### config.mk
export PLATFORM = sky130hd
export DESIGN_NAME = wb_sram_loader
export DESIGN_NICKNAME = d
export VERILOG_FILES = /design/src/rtl/wb_sram_loader_pkg.sv /design/src/rtl/wb_sram_loader_sram_mux.sv /design/src/rtl/wb_sram_loader.sv
export SDC_FILE = /design/constraint.sdc
export NUM_CORES = 1
export LEC_CHECK = 0
export ABC_AREA = 0
export CORE_ASPECT_RATIO = 1.1
export CORE_MARGIN = 3
export CORE_UTILIZATION = 25
export CTS_BUF_LIST = sky130_fd_sc_hd__clkbuf_2 sky130_fd_sc_hd__clkbuf_4 sky130_fd_sc_hd__clkbuf_8
export DETAILED_ROUTE_END_ITERATION = 6
export GPL_ROUTABILITY_DRIVEN = 0
export PLACE_DENSITY = 0.69
export REMOVE_ABC_BUFFERS = 1
export SETUP_SLACK_MARGIN = 0.05
export SYNTH_ARGS = -nofsm -noshare
export SYNTH_HDL_FRONTEND = slang
export SYNTH_SLANG_ARGS = --single-unit
### constraint.sdc
create_clock -name wb_clk_i -period 1.65 [get_ports wb_clk_i]
set_clock_uncertainty 0.05 [all_clocks]
set_input_delay 0.165 -clock wb_clk_i [delete_from_list [all_inputs] [get_ports wb_clk_i]]
set_output_delay 0.165 -clock wb_clk_i [all_outputs]
set_load 0.01 [all_outputs]
### src/rtl/wb_sram_loader_pkg.sv
// ============================================================================
// wb_sram_loader_pkg
//   Register offsets, CTRL/STATUS bit positions and loader FSM states.
//   Revision: 1.0
// ============================================================================
`default_nettype none

package wb_sram_loader_pkg;

   localparam logic [15:0] OFF_CTRL    = 16'h0000;
   localparam logic [15:0] OFF_STATUS  = 16'h0004;
   localparam logic [15:0] OFF_CKSUM   = 16'h0008;
   localparam logic [15:0] OFF_SRAM_LO = 16'h1000;
   localparam logic [15:0] OFF_SRAM_HI = 16'h17FC;

   localparam int CTRL_RUN_BIT = 0;
   localparam int CTRL_CLR_BIT = 2;
   localparam int STAT_RUN_BIT = 0;
   localparam int STAT_ERR_BIT = 1;
   localparam int STAT_CNT_LSB = 16;

   typedef enum logic [1:0] {
      ST_IDLE    = 2'd0,
      ST_RD_WAIT = 2'd1,
      ST_ACK     = 2'd2
   } loader_state_t;

   function automatic logic [31:0] byte_mask(input logic [3:0] sel);
      logic [31:0] m;
      m = '0;
      for (int b = 0; b < 4; b++) begin
         m[8*b +: 8] = {8{sel[b]}};
      end
      return m;
   endfunction

endpackage

`default_nettype wire

### src/rtl/wb_sram_loader_sram_mux.sv
// ============================================================================
// loader_sram_mux
//   Combinational SRAM port ownership: loader when RUN=0, core when RUN=1.
//   Revision: 1.0
// ============================================================================
`default_nettype none

module loader_sram_mux
   import wb_sram_loader_pkg::*;
#(
   parameter int SRAM_AW = 9
) (
   input  logic               run_i,
   input  logic               ld_en_i,
   input  logic               ld_we_i,
   input  logic [3:0]         ld_wmask_i,
   input  logic [SRAM_AW-1:0] ld_addr_i,
   input  logic [31:0]        ld_wdata_i,
   input  logic               core_en_i,
   input  logic               core_we_i,
   input  logic [3:0]         core_wmask_i,
   input  logic [SRAM_AW-1:0] core_addr_i,
   input  logic [31:0]        core_wdata_i,
   output logic [31:0]        core_rdata_o,
   output logic               sram_en_o,
   output logic               sram_we_o,
   output logic [3:0]         sram_wmask_o,
   output logic [SRAM_AW-1:0] sram_addr_o,
   output logic [31:0]        sram_wdata_o,
   input  logic [31:0]        sram_rdata_i
);

   always_comb begin
      sram_en_o    = ld_en_i;
      sram_we_o    = ld_we_i;
      sram_wmask_o = ld_wmask_i;
      sram_addr_o  = ld_addr_i;
      sram_wdata_o = ld_wdata_i;
      if (run_i) begin
         sram_en_o    = core_en_i;
         sram_we_o    = core_we_i;
         sram_wmask_o = core_wmask_i;
         sram_addr_o  = core_addr_i;
         sram_wdata_o = core_wdata_i;
      end
   end

   assign core_rdata_o = sram_rdata_i;

endmodule

`default_nettype wire

### src/rtl/wb_sram_loader.sv
// ============================================================================
// wb_sram_loader
//   Wishbone loader for the core SRAM; holds core0 in reset until RUN is set.
//   Optional checksum register: define LOADER_CHECKSUM_EN.
//   Revision: 1.0
// ============================================================================
`default_nettype none

module wb_sram_loader
   import wb_sram_loader_pkg::*;
#(
   parameter logic [31:0] BASE_ADDR = 32'h3000_0000,
   parameter int          SRAM_AW   = 9,
   parameter int          CNT_W     = 10
) (
   input  logic               wb_clk_i,
   input  logic               wb_rst_i,
   input  logic               wbs_cyc_i,
   input  logic               wbs_stb_i,
   input  logic               wbs_we_i,
   input  logic [3:0]         wbs_sel_i,
   input  logic [31:0]        wbs_adr_i,
   input  logic [31:0]        wbs_dat_i,
   output logic               wbs_ack_o,
   output logic [31:0]        wbs_dat_o,
   input  logic               core_sram_en_i,
   input  logic               core_sram_we_i,
   input  logic [3:0]         core_sram_wmask_i,
   input  logic [SRAM_AW-1:0] core_sram_addr_i,
   input  logic [31:0]        core_sram_wdata_i,
   output logic [31:0]        core_sram_rdata_o,
   output logic               sram_en_o,
   output logic               sram_we_o,
   output logic [3:0]         sram_wmask_o,
   output logic [SRAM_AW-1:0] sram_addr_o,
   output logic [31:0]        sram_wdata_o,
   input  logic [31:0]        sram_rdata_i,
   output logic               core_rst_o
);

   localparam logic [CNT_W-1:0] CNT_MAX      = '1;
   localparam logic [15:0]      OFF_SRAM_END = OFF_SRAM_HI | 16'h0003;

   loader_state_t    state_q, state_d;
   logic             run_q, run_d;
   logic             err_q, err_d;
   logic [CNT_W-1:0] cnt_q, cnt_d;
   logic [31:0]      dat_q, dat_d;
   logic             rd_blk_q, rd_blk_d;
   logic             ctrl_wr_q, ctrl_wr_d;
   logic             ctrl_run_q, ctrl_run_d;
   logic             ctrl_clr_q, ctrl_clr_d;
`ifdef LOADER_CHECKSUM_EN
   logic [31:0]      cksum_q, cksum_d;
`endif

   logic [15:0] w_off;
   logic        w_match;
   logic        w_req;
   logic        w_is_sram;
   logic        w_ld_en;
   logic        w_ld_we;

   assign w_off     = wbs_adr_i[15:0];
   assign w_match   = (wbs_adr_i[31:16] == BASE_ADDR[31:16]);
   assign w_req     = wbs_cyc_i & wbs_stb_i & w_match & (state_q == ST_IDLE);
   assign w_is_sram = (w_off >= OFF_SRAM_LO) && (w_off <= OFF_SRAM_END);

   always_comb begin
      state_d    = state_q;
      run_d      = run_q;
      err_d      = err_q;
      cnt_d      = cnt_q;
      dat_d      = dat_q;
      rd_blk_d   = rd_blk_q;
      ctrl_wr_d  = ctrl_wr_q;
      ctrl_run_d = ctrl_run_q;
      ctrl_clr_d = ctrl_clr_q;
`ifdef LOADER_CHECKSUM_EN
      cksum_d    = cksum_q;
`endif
      w_ld_en    = 1'b0;
      w_ld_we    = 1'b0;
      case (state_q)
         ST_IDLE: begin
            if (w_req) begin
               rd_blk_d  = run_q;
               ctrl_wr_d = 1'b0;
               dat_d     = '0;
               state_d   = ST_ACK;
               if (w_is_sram) begin
                  // While the core owns the SRAM, window accesses are flagged and never reach the port.
                  if (run_q) begin
                     err_d = 1'b1;
                  end
                  if (wbs_we_i) begin
                     if (!run_q) begin
                        w_ld_en = 1'b1;
                        w_ld_we = 1'b1;
                        if (cnt_q != CNT_MAX) begin
                           cnt_d = cnt_q + 1'b1;
                        end
`ifdef LOADER_CHECKSUM_EN
                        cksum_d = cksum_q + (wbs_dat_i & byte_mask(wbs_sel_i));
`endif
                     end
                  end else begin
                     w_ld_en = !run_q;
                     state_d = ST_RD_WAIT;
                  end
               end else if (wbs_we_i) begin
                  if (w_off == OFF_CTRL) begin
                     ctrl_wr_d  = 1'b1;
                     ctrl_run_d = wbs_dat_i[CTRL_RUN_BIT];
                     ctrl_clr_d = wbs_dat_i[CTRL_CLR_BIT];
                  end
               end else begin
                  case (w_off)
                     OFF_CTRL: dat_d[CTRL_RUN_BIT] = run_q;
                     OFF_STATUS: begin
                        dat_d[STAT_RUN_BIT]              = run_q;
                        dat_d[STAT_ERR_BIT]              = err_q;
                        dat_d[STAT_CNT_LSB +: CNT_W]     = cnt_q;
                     end
`ifdef LOADER_CHECKSUM_EN
                     OFF_CKSUM: dat_d = cksum_q;
`endif
                     default: dat_d = '0;
                  endcase
               end
            end
         end
         ST_RD_WAIT: begin
            dat_d   = rd_blk_q ? 32'h0 : sram_rdata_i;
            state_d = ST_ACK;
         end
         ST_ACK: begin
            // CTRL takes effect as the ack retires, so core_rst_o moves the cycle after the ack.
            state_d   = ST_IDLE;
            ctrl_wr_d = 1'b0;
            if (ctrl_wr_q) begin
               run_d = ctrl_run_q;
               if (ctrl_clr_q) begin
                  cnt_d = '0;
                  err_d = 1'b0;
`ifdef LOADER_CHECKSUM_EN
                  cksum_d = '0;
`endif
               end
            end
         end
         default: state_d = ST_IDLE;
      endcase
   end

   always_ff @(posedge wb_clk_i) begin
      if (wb_rst_i) begin
         state_q    <= ST_IDLE;
         run_q      <= 1'b0;
         err_q      <= 1'b0;
         cnt_q      <= '0;
         dat_q      <= '0;
         rd_blk_q   <= 1'b0;
         ctrl_wr_q  <= 1'b0;
         ctrl_run_q <= 1'b0;
         ctrl_clr_q <= 1'b0;
`ifdef LOADER_CHECKSUM_EN
         cksum_q    <= '0;
`endif
      end else begin
         state_q    <= state_d;
         run_q      <= run_d;
         err_q      <= err_d;
         cnt_q      <= cnt_d;
         dat_q      <= dat_d;
         rd_blk_q   <= rd_blk_d;
         ctrl_wr_q  <= ctrl_wr_d;
         ctrl_run_q <= ctrl_run_d;
         ctrl_clr_q <= ctrl_clr_d;
`ifdef LOADER_CHECKSUM_EN
         cksum_q    <= cksum_d;
`endif
      end
   end

   assign wbs_ack_o  = (state_q == ST_ACK);
   assign wbs_dat_o  = dat_q;
   assign core_rst_o = ~run_q;

   loader_sram_mux #(
      .SRAM_AW (SRAM_AW)
   ) u_mux (
      .run_i        (run_q & ~wb_rst_i),
      .ld_en_i      (w_ld_en & ~wb_rst_i),
      .ld_we_i      (w_ld_we & ~wb_rst_i),
      .ld_wmask_i   (wbs_sel_i),
      .ld_addr_i    (wbs_adr_i[2 +: SRAM_AW]),
      .ld_wdata_i   (wbs_dat_i),
      .core_en_i    (core_sram_en_i),
      .core_we_i    (core_sram_we_i),
      .core_wmask_i (core_sram_wmask_i),
      .core_addr_i  (core_sram_addr_i),
      .core_wdata_i (core_sram_wdata_i),
      .core_rdata_o (core_sram_rdata_o),
      .sram_en_o    (sram_en_o),
      .sram_we_o    (sram_we_o),
      .sram_wmask_o (sram_wmask_o),
      .sram_addr_o  (sram_addr_o),
      .sram_wdata_o (sram_wdata_o),
      .sram_rdata_i (sram_rdata_i)
   );

endmodule

`default_nettype wire

### Yosys cells after proc, flatten, opt, wreduce, memory -nomap -nowiden

Index checks and enable logic that the tools add are counted.

* register bits: 50
* input bits: 152
* logic and storage cells: 93

* add/subtract/negate cells: 1
* order comparisons: 2
* equal/unequal tests: 13
* muxes and demuxes: 45
* bitwise logic cells: 9
* reduce and logical (&&, ||, !) cells: 14

Operators with widths (number)
* $mux 32: 3
* $mux 10: 8
* $pmux 32 s2: 1
* $mux 26: 2
* $mux 1: 22
* $pmux 10 s2: 1
* $eq 16x14->1 const B: 1
* $eq 16x3->1 const B: 1
* $ge 16x13->1 const B: 1
* $le 16x13->1 const B: 1
* $logic_not 16->1: 1
* $add 10x1->10 const B: 1
* $ne 10x10->1 const B: 1
* $ne 2x2->1 const B: 5
* $mux 9: 1
* $reduce_and 2->1: 4
* $reduce_and 8->1: 1
* $and 1x1->1: 6
* $mux 2: 3
* $ne 2x1->1 const B: 3
* $reduce_and 6->1: 1
* $reduce_and 5->1: 1
* $mux 4: 1
* $pmux 1 s2: 2
* other kinds (9): 12

### Logic depth before layout (Yosys ltp)

* depth in word-level cells: 7
* gate-level depth with buffers: 6

### By module

From an unflattened synthesis, not the netlist that was laid out.

* cell total of the unflattened synthesis: 339
* area total of the unflattened synthesis: 3372.0 µm²

Modules (own cells, without submodules)
* wb_sram_loader: instances 1, cells each 255, area an instance 2439.8 µm², seq. area each 1001.0 µm²
* loader_sram_mux: instances 1, cells each 84, area an instance 932.1 µm², seq. area each 0.0 µm²

### Least setup slack after synthesis

Ideal clock, no wire load.

* kind: flip-flop to flip-flop
* from: register cnt_q[1]
* to: register cnt_q[6]
* library setup time: 74 ps
* arrival: 1553 ps
* required time: 1526 ps
* path slack: -28 ps
* cell stages (with the launch flop): 7
* buffers on the path: 0
* cell sequence: dfxtp_1 -> ha_1 -> nand2_1 -> nor4_2 -> or2_2 -> a22oi_4 -> a31oi_1

* cells in the longest elaborated chain, start to end: 7
* elaborated cells between the ends (all ways): 10

Ends and longest elaborated chain
* from (decl): line wb_sram_loader.sv:47 `logic [CNT_W-1:0] cnt_q, cnt_d;`
* from (signal assigned): line wb_sram_loader.sv:174 `cnt_q <= cnt_d;`
* $add 10x1->10: line wb_sram_loader.sv:101 `cnt_d = cnt_q + 1'b1;`
* $mux 10: line wb_sram_loader.sv:100 `if (cnt_q != CNT_MAX) begin`
* $mux 10: line wb_sram_loader.sv:97 `if (!run_q) begin`
* $mux 10: line wb_sram_loader.sv:96 `if (wbs_we_i) begin`
* $mux 10: line wb_sram_loader.sv:91 `if (w_is_sram) begin`
* $mux 10: line wb_sram_loader.sv:86 `if (w_req) begin`
* $pmux 10 s2: line wb_sram_loader.sv:84 `case (state_q)`

Several ways; a longest one is shown, not always the timed one. The select of a mux whose other input is x is not followed.
A chain may end at the register's enable or synchronous reset.

### Final worst setup path

* from: register run_q
* to: output port sram_wdata_o[27]

* cells in the longest elaborated chain, start to end: 2

Ends and longest elaborated chain
* from (decl): line wb_sram_loader.sv:45 `logic run_q, run_d;`
* from (signal assigned): line wb_sram_loader.sv:172 `run_q <= run_d;`
* $and 1x1->1: line wb_sram_loader.sv:193 `.run_i (run_q & ~wb_rst_i),`
* $mux 32: line wb_sram_loader_sram_mux.sv:39 `if (run_i) begin`
* to (decl): line wb_sram_loader.sv:36 `output logic [31:0] sram_wdata_o,`

No other way between the ends.

==> summary.txt <==
Die
  – Row count: 41
  – Initial Util: 26.1%
  – Die area: 0.0136 mm²
  – Ports: 265
  – Die height: 122 µm
  – Die extent in x: 112 µm
  – Core outline area: 0.0117 mm²

STA
  – Final Hold Violating Endpoints: 0
  – Slew @ Worst Pin: 0.341 ns
  – Final WS setup: -0.143 ns
  – Fmax: 0.558 GHz
  – Final Max Slew Viols: 0
  – Period utilization: 109%
  – Setup-failing EPs final: 38
  – RSZ-0062 raised after global routing: yes
  – Final min period: 1.79 ns
  – Relative slew margins: 77.3%

Final layout
  – Final nets: 790
  – Post-route cell area: 0.00696 mm²
  – P&R area growth vs syn: 127%
  – Most frequent cells in the layout: clkdlybuf4s50_1 (182), buf_6 (54), buf_4 (51)
  – Final-layout fill cell count: 1015
  – Post-route core utilization: 59.2%
  – Commonest non-fill, non-tap cell in the layout: clkdlybuf4s50_1
  – Fraction of layout cells with a size suffix above 1: 41.7%
  – Inserted Diodes: 0

Outcome
  – Outcome: finished with violations
  – Failing checks: negative setup slack

Synthesis
  – Synth Warn #: 0
  – Register area share after synthesis: 32.7%
  – Number of synthesized register bits: 50
  – Post-Syn Instances: 336
  – Syn avg cell area: 9.12 µm²
  – Asr flop ratio synth: 0%
  – Synth Cell Area: 0.00306 mm²
  – Post-synth EDFFs: 0
  – Top FF cell, synth: dfxtp_1
  – Distinct cells, synth: 44

Route
  – Vias: 3821
  – Pre-antenna DRT Iters: 4
  – Post-DR wirelength/cell: 17.7 µm
  – Via-to-Cell Ratio: 4.85
  – Antenna viol nets, final: 0
  – Total Wirelength: 14.0 mm
  – Initial DRC Count: 188
  – DRC errors left: 0

Power and ir drop
  – Power, Total: 2.92 mW
  – Pleak: 2.91 nW
  – Pwr Density: 420 mW/mm²
  – Peak supply drop: 0.342 mV

CTS
  – Clk buf depth: 2
  – CTS buffer count: 5
  – H-tree depth: 2
  – Clock insertion delay at the later pin of the skew report: 0.30 ns
  – Clock-pin transition on the worst setup and hold timing paths: 0.11 ns
  – Clock sink total: 50
  – TritonCTS clock tree: done
  – Root Driver: clkbuf_8

GRT
  – First-pass GRT wire length: 20.8 mm
  – Vias in the first global route: 4053
  – Met1 GRT Util: 21.2%
  – Initial antenna violation count: 0
  – Grt met2 use: 34.6%
  – GRT Max-Usage Layer: met2
  – All-layer global routing usage: 18.6%
  – Met3 usage: 4.22%
  – Global route overflow: 0
  – Largest net degree at the start of global routing: 33

Setup path
  – CP max FO: 6
  – Crit path capture type: output pin
  – Most Frequent Cell on Critical Path: buf_6
  – Signal arrival time at the worst endpoint: 1.58 ns
  – Crit path max-delay family: buffers and inverters
  – Max stage delay on crit path: 0.39 ns
  – Classification of the worst setup path: flip-flop to output pin
  – Reg-to-reg setup timing slack: -0.05 ns
  – Element type at the critical path start: flip-flop
  – Slowest cell on crit path: dfxtp_4
  – Worst-path cell chain: nand2_8, buf_12, buf_16, buf_6, mux2_4, buf_6
  – Buf/Inv on CP: 4
  – CP required: 1.43 ns

Placement
  – Port Buf Inserts: 264
  – DP Wirelength: 10.5 mm
  – DP Area: 0.00604 mm²
  – Worst Setup Slack post-DPL: -0.799 ns

Worst hold path
  – Min-delay worst type: input pin to flip-flop

Flow run
  – Max-cap viol count: 0
==> flip-flops by register name, indices dropped and copies added, names as in the netlist <==
name        cells
err_q           1
state_q         2
run_q           1
ctrl_clr_q      1
ctrl_wr_q       1
cnt_q          10
rd_blk_q        1
ctrl_run_q      1
wbs_dat_o      32
==> worst register-to-register path: stages (launching register included) <==
cell      delay, ns
dfxtp_4        0.37
buf_4          0.14
buf_6          0.11
clkinv_4       0.06
a41oi_4        0.10
or2_4          0.28
a22oi_4        0.32
a31oi_1        0.15
==> timing repair <==
action                                  in CTS  in global routing
pin swaps                                   25                 38
setup buffers                               21                  8
gates resized for setup                    338                 91
cloned                                       5                  1
hold buffers                                 0                  0
endpoints found under the setup margin      96                 79
==> power by group <==
part           switching [mW]  total (mW)  internal (mW)
Sequential         0.00000137        1.20           1.20
Combinational           0.281       0.836          0.555
Clock                   0.422       0.882          0.460
==> cell usage after synthesis, types with 2 or more instances <==
library cell / n / area share, %
clkbuf_1: 9 / 1.1
nand3_1: 9 / 1.5
a31oi_1: 9 / 1.8
or2_2: 2 / 0.41
buf_1: 2 / 0.25
nor4_1: 3 / 0.61
a21oi_1: 11 / 1.8
o21ai_0: 4 / 0.65
a221oi_1: 12 / 3.4
buf_4: 32 / 7.8
nand2_1: 12 / 1.5
buf_2: 8 / 1.3
inv_1: 3 / 0.37
nor2_1: 44 / 5.4
a22oi_1: 20 / 4.9
nand4_1: 4 / 0.82
nand2b_1: 2 / 0.41
mux2_2: 45 / 17
dfxtp_1: 50 / 33
nor4_4: 6 / 4.2
a41oi_1: 3 / 0.86
nor2b_1: 5 / 1.0
nor3_1: 16 / 2.6
o21a_1: 2 / 0.49
mux2i_1: 4 / 1.3
==> layout make-up <==
| cell class | count | area (µm²) | area share [%] |
|---|---|---|---|
| tap | 150 | 188 | 2.70 |
| clock inverter | 3 | 47.5 | 0.683 |
| clock buffer | 5 | 68.8 | 0.989 |
| multi-input combinational | 231 | 2170 | 31.2 |
| timing repair buffer | 345 | 3450 | 49.6 |
| inverter | 4 | 20.0 | 0.288 |
| sequential | 50 | 1010 | 14.5 |
==> routing by layer <==
metal	vias up	routed length [µm]
met5	-	0
met4	0	162
met3	12	930
met2	190	7530
met1	1792	5330
li1	1827	-
==> cells by family after synthesis <==
logic type / synth area share (%)
multiplexers: 17.8
adder cells (fa/ha/maj): 0.408
AND/OR/NAND/NOR: 22.4
buffers and inverters: 11.0
flip-flops: 32.7
AO/OA/AOI/OAI: 15.7
==> worst paths after layout <==
path,start,end,cells past startpoint
max,run_q,sram_wdata_o[27],6
min reg2reg,wbs_dat_o[31],wbs_dat_o[31],2
min,wb_rst_i,rd_blk_q,3
max reg2reg,run_q,cnt_q[6],7
==> per-stage QoR <==
| step | setup TNS (ns) | std cells | hold WS (ns) |
|---|---|---|---|
| 6_report | -1.90 | 788 | 0.243 |
| 5_1_grt | -3.89 | 788 | 0.257 |
| 4_1_cts | -3.11 | 783 | 0.231 |
| 3_5_place_dp | -27.79 | 751 | 0.432 |
| 2_1_floorplan | -24.53 | 285 | 0.187 |
| 3_3_place_gp | -24.73 | 751 | 0.428 |
Power figures use the tool's default switching activity.
